### src/rtl/qpu_evq_pkg.sv
// Shared types and helpers for the QIU event queue: slot layout, derived widths,
// accumulator state encoding and the wrap-safe due comparison.
package qpu_evq_pkg;

  typedef enum logic {
    ACC_EMPTY = 1'b0,
    ACC_OPEN  = 1'b1
  } acc_state_e;

  function automatic int event_num(input int qubit_num);
    return qubit_num + 2;
  endfunction

  function automatic int edata_w(input int qubit_num, input int opc_w);
    return (qubit_num + 1) * opc_w + qubit_num;
  endfunction

  function automatic int xy_off(input int k, input int opc_w);
    return k * opc_w;
  endfunction

  function automatic int z_off(input int qubit_num, input int opc_w);
    return qubit_num * opc_w;
  endfunction

  function automatic int meas_off(input int qubit_num, input int opc_w);
    return (qubit_num + 1) * opc_w;
  endfunction

  // Due when (tmr - head_t) mod 2^time_w has a clear MSB; the low bits of a wide
  // subtraction of zero-extended operands equal the modular difference.
  function automatic logic is_due(input logic [63:0] tmr, input logic [63:0] head_t,
                                  input int time_w);
    logic [63:0] diff_s;
    diff_s = tmr - head_t;
    return ~diff_s[time_w-1];
  endfunction

endpackage

### src/rtl/qpu_evq_fifo.sv
// Synchronous bundle FIFO with full/empty/level; a push into a full FIFO is dropped
// even when a pop happens in the same cycle.
module qpu_evq_fifo #(
  parameter  int WIDTH = 8,
  parameter  int DEPTH = 8,
  localparam int AW    = $clog2(DEPTH),
  localparam int LVL_W = AW + 1
) (
  input  logic             clk,
  input  logic             rst,
  input  logic             push,
  input  logic [WIDTH-1:0] push_data,
  input  logic             pop,
  output logic [WIDTH-1:0] pop_data,
  output logic             full,
  output logic             empty,
  output logic [LVL_W-1:0] level
);

  logic [WIDTH-1:0] mem_r [DEPTH];
  logic [AW-1:0]    wr_ptr_r;
  logic [AW-1:0]    rd_ptr_r;
  logic [LVL_W-1:0] level_r;
  logic             wr_en_s;
  logic             rd_en_s;

  assign full     = (level_r == LVL_W'(DEPTH));
  assign empty    = (level_r == '0);
  assign level    = level_r;
  assign pop_data = mem_r[rd_ptr_r];
  assign wr_en_s  = push & ~full;
  assign rd_en_s  = pop & ~empty;

  // Storage, pointers and occupancy; reset clears the array so outputs read as zero.
  always_ff @(posedge clk) begin
    if (rst) begin
      wr_ptr_r <= '0;
      rd_ptr_r <= '0;
      level_r  <= '0;
      for (int i = 0; i < DEPTH; i++) begin
        mem_r[i] <= '0;
      end
    end else begin
      if (wr_en_s) begin
        mem_r[wr_ptr_r] <= push_data;
        wr_ptr_r        <= wr_ptr_r + AW'(1);
      end
      if (rd_en_s) begin
        rd_ptr_r <= rd_ptr_r + AW'(1);
      end
      case ({wr_en_s, rd_en_s})
        2'b10:   level_r <= level_r + LVL_W'(1);
        2'b01:   level_r <= level_r - LVL_W'(1);
        default: level_r <= level_r;
      endcase
    end
  end

endmodule

### src/rtl/qpu_exu_qiu_evq.sv
// QIU event queue: formats instructions into XY/Z/measure slots, merges same-time-point
// instructions, queues bundles and issues each when the timer reaches its timestamp.
// Optional build macro QPU_EVQ_LATE_CNT_EN adds late-issue pulse and saturating counter.
module qpu_exu_qiu_evq
  import qpu_evq_pkg::*;
#(
  parameter  int QUBIT_NUM = 8,
  parameter  int OPC_W     = 8,
  parameter  int TIME_W    = 16,
  parameter  int DEPTH     = 8,
  localparam int EVENT_NUM = event_num(QUBIT_NUM),
  localparam int EDATA_W   = edata_w(QUBIT_NUM, OPC_W),
  localparam int LVL_W     = $clog2(DEPTH) + 1
) (
  input  logic                 clk,
  input  logic                 rst,
  input  logic                 i_valid,
  output logic                 i_ready,
  input  logic [QUBIT_NUM-1:0] i_rs1,
  input  logic [QUBIT_NUM-1:0] i_rs2,
  input  logic [OPC_W-1:0]     i_opc1,
  input  logic [OPC_W-1:0]     i_opc2,
  input  logic                 i_qop1_gate,
  input  logic                 i_qop2_gate,
  input  logic                 i_measure,
  input  logic                 i_ntp,
  input  logic [TIME_W-1:0]    i_tdata,
  input  logic                 i_flush,
  input  logic                 i_tmr_en,
  output logic                 o_valid,
  input  logic                 o_ready,
  output logic [EDATA_W-1:0]   o_edata,
  output logic [EVENT_NUM-1:0] o_oprand,
  output logic [TIME_W-1:0]    o_tdata,
  output logic [LVL_W-1:0]     o_level,
  output logic [TIME_W-1:0]    o_tmr
`ifdef QPU_EVQ_LATE_CNT_EN
  ,
  output logic                 o_late,
  output logic [15:0]          o_late_cnt
`endif
);

  localparam int Z_OFF    = z_off(QUBIT_NUM, OPC_W);
  localparam int MEAS_OFF = meas_off(QUBIT_NUM, OPC_W);
  localparam int ENTRY_W  = TIME_W + EVENT_NUM + EDATA_W;

  acc_state_e           acc_state_r;
  logic [EDATA_W-1:0]   acc_edata_r;
  logic [EVENT_NUM-1:0] acc_oprand_r;
  logic [TIME_W-1:0]    acc_tdata_r;
  logic [TIME_W-1:0]    tmr_r;

  logic [EDATA_W-1:0]   fmt_edata_s;
  logic [EVENT_NUM-1:0] fmt_oprand_s;
  logic [EDATA_W-1:0]   merge_edata_s;
  logic [EVENT_NUM-1:0] merge_oprand_s;

  logic                 fifo_full_s;
  logic                 fifo_empty_s;
  logic [ENTRY_W-1:0]   head_s;
  logic [TIME_W-1:0]    head_t_s;
  logic                 acc_open_s;
  logic                 accept_s;
  logic                 ntp_push_s;
  logic                 flush_push_s;
  logic                 push_s;
  logic                 pop_s;
  logic                 due_s;

  assign acc_open_s   = (acc_state_r == ACC_OPEN);
  assign i_ready      = ~rst & ~i_flush & ~(acc_open_s & i_ntp & fifo_full_s);
  assign accept_s     = i_valid & i_ready;
  assign ntp_push_s   = accept_s & acc_open_s & i_ntp;
  assign flush_push_s = acc_open_s & i_flush & ~fifo_full_s;
  assign push_s       = ntp_push_s | flush_push_s;

  assign head_t_s = head_s[EDATA_W+EVENT_NUM +: TIME_W];
  assign due_s    = is_due(64'(tmr_r), 64'(head_t_s), TIME_W);
  assign o_valid  = ~fifo_empty_s & due_s;
  assign pop_s    = o_valid & o_ready;
  assign o_edata  = head_s[0 +: EDATA_W];
  assign o_oprand = head_s[EDATA_W +: EVENT_NUM];
  assign o_tdata  = head_t_s;
  assign o_tmr    = tmr_r;

  // Format one instruction into slots; opc2 wins over opc1 on a shared XY slot.
  always_comb begin
    fmt_edata_s  = '0;
    fmt_oprand_s = '0;
    if (i_measure) begin
      fmt_edata_s[MEAS_OFF +: QUBIT_NUM] = i_rs1;
      fmt_oprand_s[QUBIT_NUM+1]          = 1'b1;
    end else begin
      for (int k = 0; k < QUBIT_NUM; k++) begin
        if (i_rs2[k] & ~i_qop2_gate) begin
          fmt_edata_s[xy_off(k, OPC_W) +: OPC_W] = i_opc2;
          fmt_oprand_s[k]                        = 1'b1;
        end else if (i_rs1[k] | i_qop1_gate) begin
          fmt_edata_s[xy_off(k, OPC_W) +: OPC_W] = i_opc1;
          fmt_oprand_s[k]                        = 1'b1;
        end else begin
          fmt_oprand_s[k] = 1'b0;
        end
      end
    end
    if (i_qop2_gate) begin
      fmt_edata_s[Z_OFF +: OPC_W] = i_opc2;
      fmt_oprand_s[QUBIT_NUM]     = 1'b1;
    end else begin
      fmt_oprand_s[QUBIT_NUM] = 1'b0;
    end
  end

  // Merge: written slots overwrite, unwritten slots keep the accumulator contents.
  always_comb begin
    merge_edata_s  = acc_edata_r;
    merge_oprand_s = acc_oprand_r | fmt_oprand_s;
    for (int k = 0; k < QUBIT_NUM; k++) begin
      if (fmt_oprand_s[k]) begin
        merge_edata_s[xy_off(k, OPC_W) +: OPC_W] = fmt_edata_s[xy_off(k, OPC_W) +: OPC_W];
      end else begin
        merge_edata_s[xy_off(k, OPC_W) +: OPC_W] = acc_edata_r[xy_off(k, OPC_W) +: OPC_W];
      end
    end
    if (fmt_oprand_s[QUBIT_NUM]) begin
      merge_edata_s[Z_OFF +: OPC_W] = fmt_edata_s[Z_OFF +: OPC_W];
    end else begin
      merge_edata_s[Z_OFF +: OPC_W] = acc_edata_r[Z_OFF +: OPC_W];
    end
    if (fmt_oprand_s[QUBIT_NUM+1]) begin
      merge_edata_s[MEAS_OFF +: QUBIT_NUM] = fmt_edata_s[MEAS_OFF +: QUBIT_NUM];
    end else begin
      merge_edata_s[MEAS_OFF +: QUBIT_NUM] = acc_edata_r[MEAS_OFF +: QUBIT_NUM];
    end
  end

  // Accumulator FSM: load on first accept or new time point, merge otherwise.
  always_ff @(posedge clk) begin
    if (rst) begin
      acc_state_r  <= ACC_EMPTY;
      acc_edata_r  <= '0;
      acc_oprand_r <= '0;
      acc_tdata_r  <= '0;
    end else if (flush_push_s) begin
      acc_state_r  <= ACC_EMPTY;
      acc_edata_r  <= '0;
      acc_oprand_r <= '0;
      acc_tdata_r  <= '0;
    end else if (accept_s) begin
      acc_state_r <= ACC_OPEN;
      if (!acc_open_s || i_ntp) begin
        acc_edata_r  <= fmt_edata_s;
        acc_oprand_r <= fmt_oprand_s;
        acc_tdata_r  <= i_tdata;
      end else begin
        acc_edata_r  <= merge_edata_s;
        acc_oprand_r <= merge_oprand_s;
      end
    end
  end

  // Free-running timestamp timer, wraps modulo 2^TIME_W.
  always_ff @(posedge clk) begin
    if (rst) begin
      tmr_r <= '0;
    end else if (i_tmr_en) begin
      tmr_r <= tmr_r + TIME_W'(1);
    end
  end

  qpu_evq_fifo #(
    .WIDTH (ENTRY_W),
    .DEPTH (DEPTH)
  ) u_fifo (
    .clk       (clk),
    .rst       (rst),
    .push      (push_s),
    .push_data ({acc_tdata_r, acc_oprand_r, acc_edata_r}),
    .pop       (pop_s),
    .pop_data  (head_s),
    .full      (fifo_full_s),
    .empty     (fifo_empty_s),
    .level     (o_level)
  );

`ifdef QPU_EVQ_LATE_CNT_EN
  // Late-issue pulse and saturating count for bundles popped after their time point.
  always_ff @(posedge clk) begin
    if (rst) begin
      o_late     <= 1'b0;
      o_late_cnt <= 16'd0;
    end else begin
      o_late <= pop_s & (tmr_r != head_t_s);
      if (pop_s && (tmr_r != head_t_s) && (o_late_cnt != 16'hFFFF)) begin
        o_late_cnt <= o_late_cnt + 16'd1;
      end
    end
  end
`endif

endmodule

### config.mk
export PLATFORM = sky130hd
export DESIGN_NAME = qpu_exu_qiu_evq
export DESIGN_NICKNAME = d
export VERILOG_FILES = /design/src/rtl/qpu_evq_pkg.sv /design/src/rtl/qpu_evq_fifo.sv /design/src/rtl/qpu_exu_qiu_evq.sv
export SDC_FILE = /design/constraint.sdc
export NUM_CORES = 1
export LEC_CHECK = 0
export BUFFER_PORTS_ARGS = -buffer_cell sky130_fd_sc_hd__buf_2
export CAP_MARGIN = 5
export CELL_PAD_IN_SITES_DETAIL_PLACEMENT = 2
export CELL_PAD_IN_SITES_GLOBAL_PLACEMENT = 2
export CORE_MARGIN = 2
export CORE_UTILIZATION = 45
export CTS_CLUSTER_DIAMETER = 100
export DETAILED_ROUTE_END_ITERATION = 12
export GPL_TIMING_DRIVEN = 0
export MAX_ROUTING_LAYER = met4
export PLACE_DENSITY = 0.89
export SLEW_MARGIN = 30
export SYNTH_ARGS = -nofsm -noshare
export SYNTH_HDL_FRONTEND = slang
export SYNTH_SLANG_ARGS = --single-unit
### constraint.sdc
create_clock -name clk -period 12.9 [get_ports clk]
set_clock_uncertainty 0.05 [all_clocks]
set_input_delay 3.87 -clock clk [delete_from_list [all_inputs] [get_ports clk]]
set_output_delay 3.87 -clock clk [all_outputs]
set_load 0.05 [all_outputs]
; ---- After elaboration in Yosys (flattened, before gate mapping)
; Memories as Yosys holds them, arrays and structs flattened. A register that Yosys moved wholly into a read port is not among the register bits.
; Index checks and enable logic that the tools add are counted.
; W data, S select, Z words.
[word_totals]
word_cells = 153
regBits = 133
ramBits = 848
input_bits = 58
n_memories = 1
[mem_list]
columns = name, words, width, read_ports, rd_clocked_by_memory_dff, wr, line_no
row1 = u_fifo.mem_r, 8, 106, 1, 1, 8, qpu_evq_fifo.sv:20  ; logic [WIDTH-1:0] mem_r [DEPTH];
[classes]
add_sub_neg = 6
reduce_logical = 27
n_mux = 61
eq_ne = 3
n_bitwise = 38
[ops]
columns = cell, n
row1 = $mux W8, 29
row2 = $mux W106, 1
row3 = $reduce_or A106 Y1, 1
row4 = $mux W80, 1
row5 = $mux W64, 1
row6 = $mux W1, 24
row7 = $reduce_and A2 Y1, 11
row8 = $reduce_bool A2 Y1, 11
row9 = $and A1 B1 Y1, 21
row10 = $add A16 B1 Y16 const B, 1
row11 = $sub A16 B16 Y16, 1
row12 = $mux W10, 1
row13 = $or A10 B10 Y10, 1
row14 = $mux W3, 3
row15 = $or A1 B1 Y1, 9
row16 = $pmux W4 S2, 1
row17 = $not A1 Y1, 7
row18 = $add A3 B1 Y3 const B, 2
row19 = $add A4 B1 Y4 const B, 1
row20 = $eq A4 B4 Y1 const B, 1
row21 = $logic_not A4 Y1, 1
row22 = $sub A4 B1 Y4 const B, 1
row23 = $eq A2 B1 Y1 const B, 1
row24 = $eq A2 B2 Y1 const B, 1
row25 = other kinds (3), 3

; ---- Depth between registers and ports, before layout
[depth]
ltp_word = 14
mapped_depth = 20
ltp_nobuf = 16

; ---- Hierarchy
; A second synthesis with hierarchy kept.
[hier_totals]
hier_cells = 3281
area_unflattened_um2 = 43329.1
[modules_own_cells]
columns = mod, seq_area_each_um2, area_per_inst_um2, instances, cells_per_inst
row1 = qpu_evq_fifo, 25724.7, 37414.6, 1, 2487
row2 = qpu_exu_qiu_evq, 2462.4, 5914.4, 1, 794

; ---- Worst setup path after synthesis
; Ideal clock, no wire load.
[synth_path]
path_kind = input -> output
start = input rst
end = output i_ready
cell_stages = 3
arrival_time_ps = 4818
path_slack_ps = 4162
cell_sequence = buf_2 > or2_1 > a41oi_2
[synth_via]
elab_chain_cells = 3
[synth_lines]
columns = element, line_no
row1 = start: declaration, qpu_exu_qiu_evq.sv:16  ; input logic rst,
row2 = $not A1 Y1, qpu_exu_qiu_evq.sv:72  ; assign i_ready = ~rst & ~i_flush & ~(acc_open_s & i_ntp & fifo_full_s);
row3 = $and A1 B1 Y1 (2 in a row), qpu_exu_qiu_evq.sv:72
row4 = end: declaration, qpu_exu_qiu_evq.sv:18  ; output logic i_ready,
; No other way between the ends.

==> results.cfg <==
[synth]
async_reset_ff_share_pct = 0
synthCells = 3014
yosys_warnings = 0
synth.ff_latch_count = 984
yosysTopAreaCell = edfxtp_1
ys_types = 57
netlist_top_cells_area = edfxtp_1, and2_1, mux4_2
synth_top_area_share_pct = 58.1
synthFlopType = edfxtp_1
yosysSeqAreaShare_pct = 64.3
synth_area_per_cell_um2 = 14.6
syn_area_um2 = 43900
synth_nets = 3093
synth-edff-count = 848

[grt]
grt_remaining_overflow = 0
grt_pass1_vias = 32027
grt_antenna_before_repair = 15
grt_max_degree = 36
grt_pass1_wl_um = 244000
track_usage_pct = 35.6

[power_and_ir_drop]
p_sw_mw = 1.79
pwr-share-seq_pct = 49.4
power_density_nw_per_um2 = 144
vdd.ir_drop.worst_v = 0.000114
clock_power_share_pct = 44.9
power_frac_comb_pct = 5.7
p_int_mw = 5.52
leakage_nw = 18.3
switching_share_pct = 24.5

[run]
max_cap_viol_count = 0

[die]
fp.dieW_um = 316
core_area_um2 = 96700
start_util_pct = 45.4
die_area_um2 = 100000
row_count = 114
ios = 186
chipHeight_um = 316

[routing]
avgViaCountPerCell = 6.26
drt_iter0_markers = 3400
drc_errors = 0
dr.pass1.iters = 6
vias = 29381
drtAntennaViolNets = 0
routed_wl_um = 174000
wl_per_cell_um = 37.1

[cts]
cts_buffer_depth = 3
htreeDepth = 3
root_buffer = clkbuf_16
cts_tree = yes
clock_latency_ns = 0.72
cts_buffers = 107
post-cts-setup-buffers = 0
clk_pin_slew_ns = 0.06
numClockSinks = 984
hold_buffers = 0
cts_resized = 0

[setup_path]
cp_data_required_time_ns = 8.98
cp_max_fo = 10
end_kind = output pin
critPathLaunchType = flop
criticalPathCategory = reg -> out
crit_arrival_ns = 6.18

[place]
io_buffer_count = 167
dpl.cell_count = 4485
dp_hpwl_um = 109000
place_ws_ns = 3.76
gp_congestion = 0.891

[timing]
fin_ws_ns = 2.80
max-slew-margin-rel_pct = 26.1
fin_setup_tns_ns = 0
max_freq_ghz = 0.0990
slew_violations = 0
setup_viol_count_final = 0
finalCriticalPeriod_ns = 10.10
finalHoldViolCount = 0
period_share_pct = 78.3
hold_ws_ns = 0.517
rsz0062_at_grt = no
tightestPinTransition_ns = 1.11

[final_layout]
syn_to_final_growth_pct = 15.3
final_cell_mix = and2_1, edfxtp_1, mux4_2
n_fill_cell = 8773
final_common_cell = and2_1
final_cells = 4697
drive_gt1_share_pct = 21.3
fin_nets = 3397

[worst_hold_path]
hold_class = reg -> reg

[status]
status = completed
## logic make-up (layout without fill, tap and decap cells)
kind of cell               after synthesis  count (layout)  synth area share (%)
DFF                                    984             984                  64.3
xor gates and xnor gates                18              18                 0.359
adders and majority gates               21              21                 0.616
other                                    0              11                     0
muxes                                  323             323                  13.7
and+or+nand+nor                       1214            1214                  15.8
buffers and inverters                  240             636                  2.13
AOI/OAI and AO/OA                      214             214                  3.09
## critical path, cell delays in order (launching register included)
cell and delay (ns):
dfxtp_1 0.50, clkbuf_2 0.60, buf_1 0.68, buf_1 0.79
mux4_2 0.43, mux2i_1 0.34, ha_1 0.33, a211oi_1 0.30
nor2_1 0.10, o41ai_1 0.75, and3_1 0.28, o21a_1 0.11
buf_2 0.26
## area by class of cell
class / instances / area (um^2) / area share, %
Antenna cell: 11 / 27.5 / 0.0544
Buffer: 219 / 875 / 1.73
Clock buffer: 140 / 2960 / 5.85
Clock inverter: 61 / 632 / 1.25
Inverter: 21 / 78.8 / 0.156
Multi-Input combinational cell: 1790 / 14800 / 29.4
Sequential cell: 984 / 28200 / 55.7
Tap cell: 1276 / 1600 / 3.16
Timing Repair Buffer: 195 / 1380 / 2.73
## flip-flops by register name, summed over array words and instances, names as in the netlist, named ones only
name,cells
acc_open_s,1
o_tmr,16
u_fifo.rd_ptr_r,3
acc_edata_r,80
u_fifo.level,4
acc_oprand_r,10
u_fifo.mem_r,848
u_fifo.wr_ptr_r,3
acc_tdata_r,16
## per-layer routing
layer	part of all wire (%)	GRT usage, %	vias up
met5	0	-	-
met2	51	60.5	1715
met3	7.2	6.10	496
met4	5.4	16.3	0
met1	37	41.5	15599
li1	-	-	11571
## stage by stage
stage	utilization (%)	cell area [um^2]	total power, mW
6_report	52.3	50600	7.31
5_1_grt	52.3	50600	7.42
4_1_cts	52.2	50500	7.29
3_5_place_dp	48.5	46900	4.06
3_3_place_gp	47.9	46300	4.01
2_1_floorplan	-	43900	3.88
## power groups by stage
stage                     clock network (mW)  logic [mW]  registers, mW
final                                   3.28       0.414           3.61
after floorplan                            0       0.232           3.64
after detailed placement                   0       0.395           3.67
after CTS                               3.28       0.406           3.61
after global placement                     0       0.353           3.66
after global routing                    3.38       0.425           3.62
## synth_stat cells, types with 2 or more instances
library cell	number
or2_2	9
nor2_1	50
ha_1	20
mux4_2	212
dfxtp_1	136
and3_1	8
mux2i_1	17
a21o_1	68
o31ai_1	7
nand2_1	185
nor4_2	2
nor2_2	4
buf_2	18
a21oi_1	102
inv_1	20
mux2_2	90
o21a_1	2
or3_1	3
o21ai_0	6
nand2b_1	11
nor2b_1	12
a21oi_2	2
o21ai_1	2
buf_1	43
xnor2_1	5
mux2_4	3
edfxtp_1	848
clkbuf_1	156
a22oi_1	16
and2_1	849
xor2_1	13
nand3_1	70
## final timing paths
kind	from	endpoint	slack (ns)	cells after the start
worst max-delay path	flop	o_valid	2.80	12
worst min-delay path	acc_tdata_r[12]	acc_tdata_r[12]	0.52	2
worst max register to register	flop	u_fifo.level[3]	5.48	18
worst min register to register	acc_tdata_r[12]	acc_tdata_r[12]	0.52	2
Power figures use the tool's default switching activity.
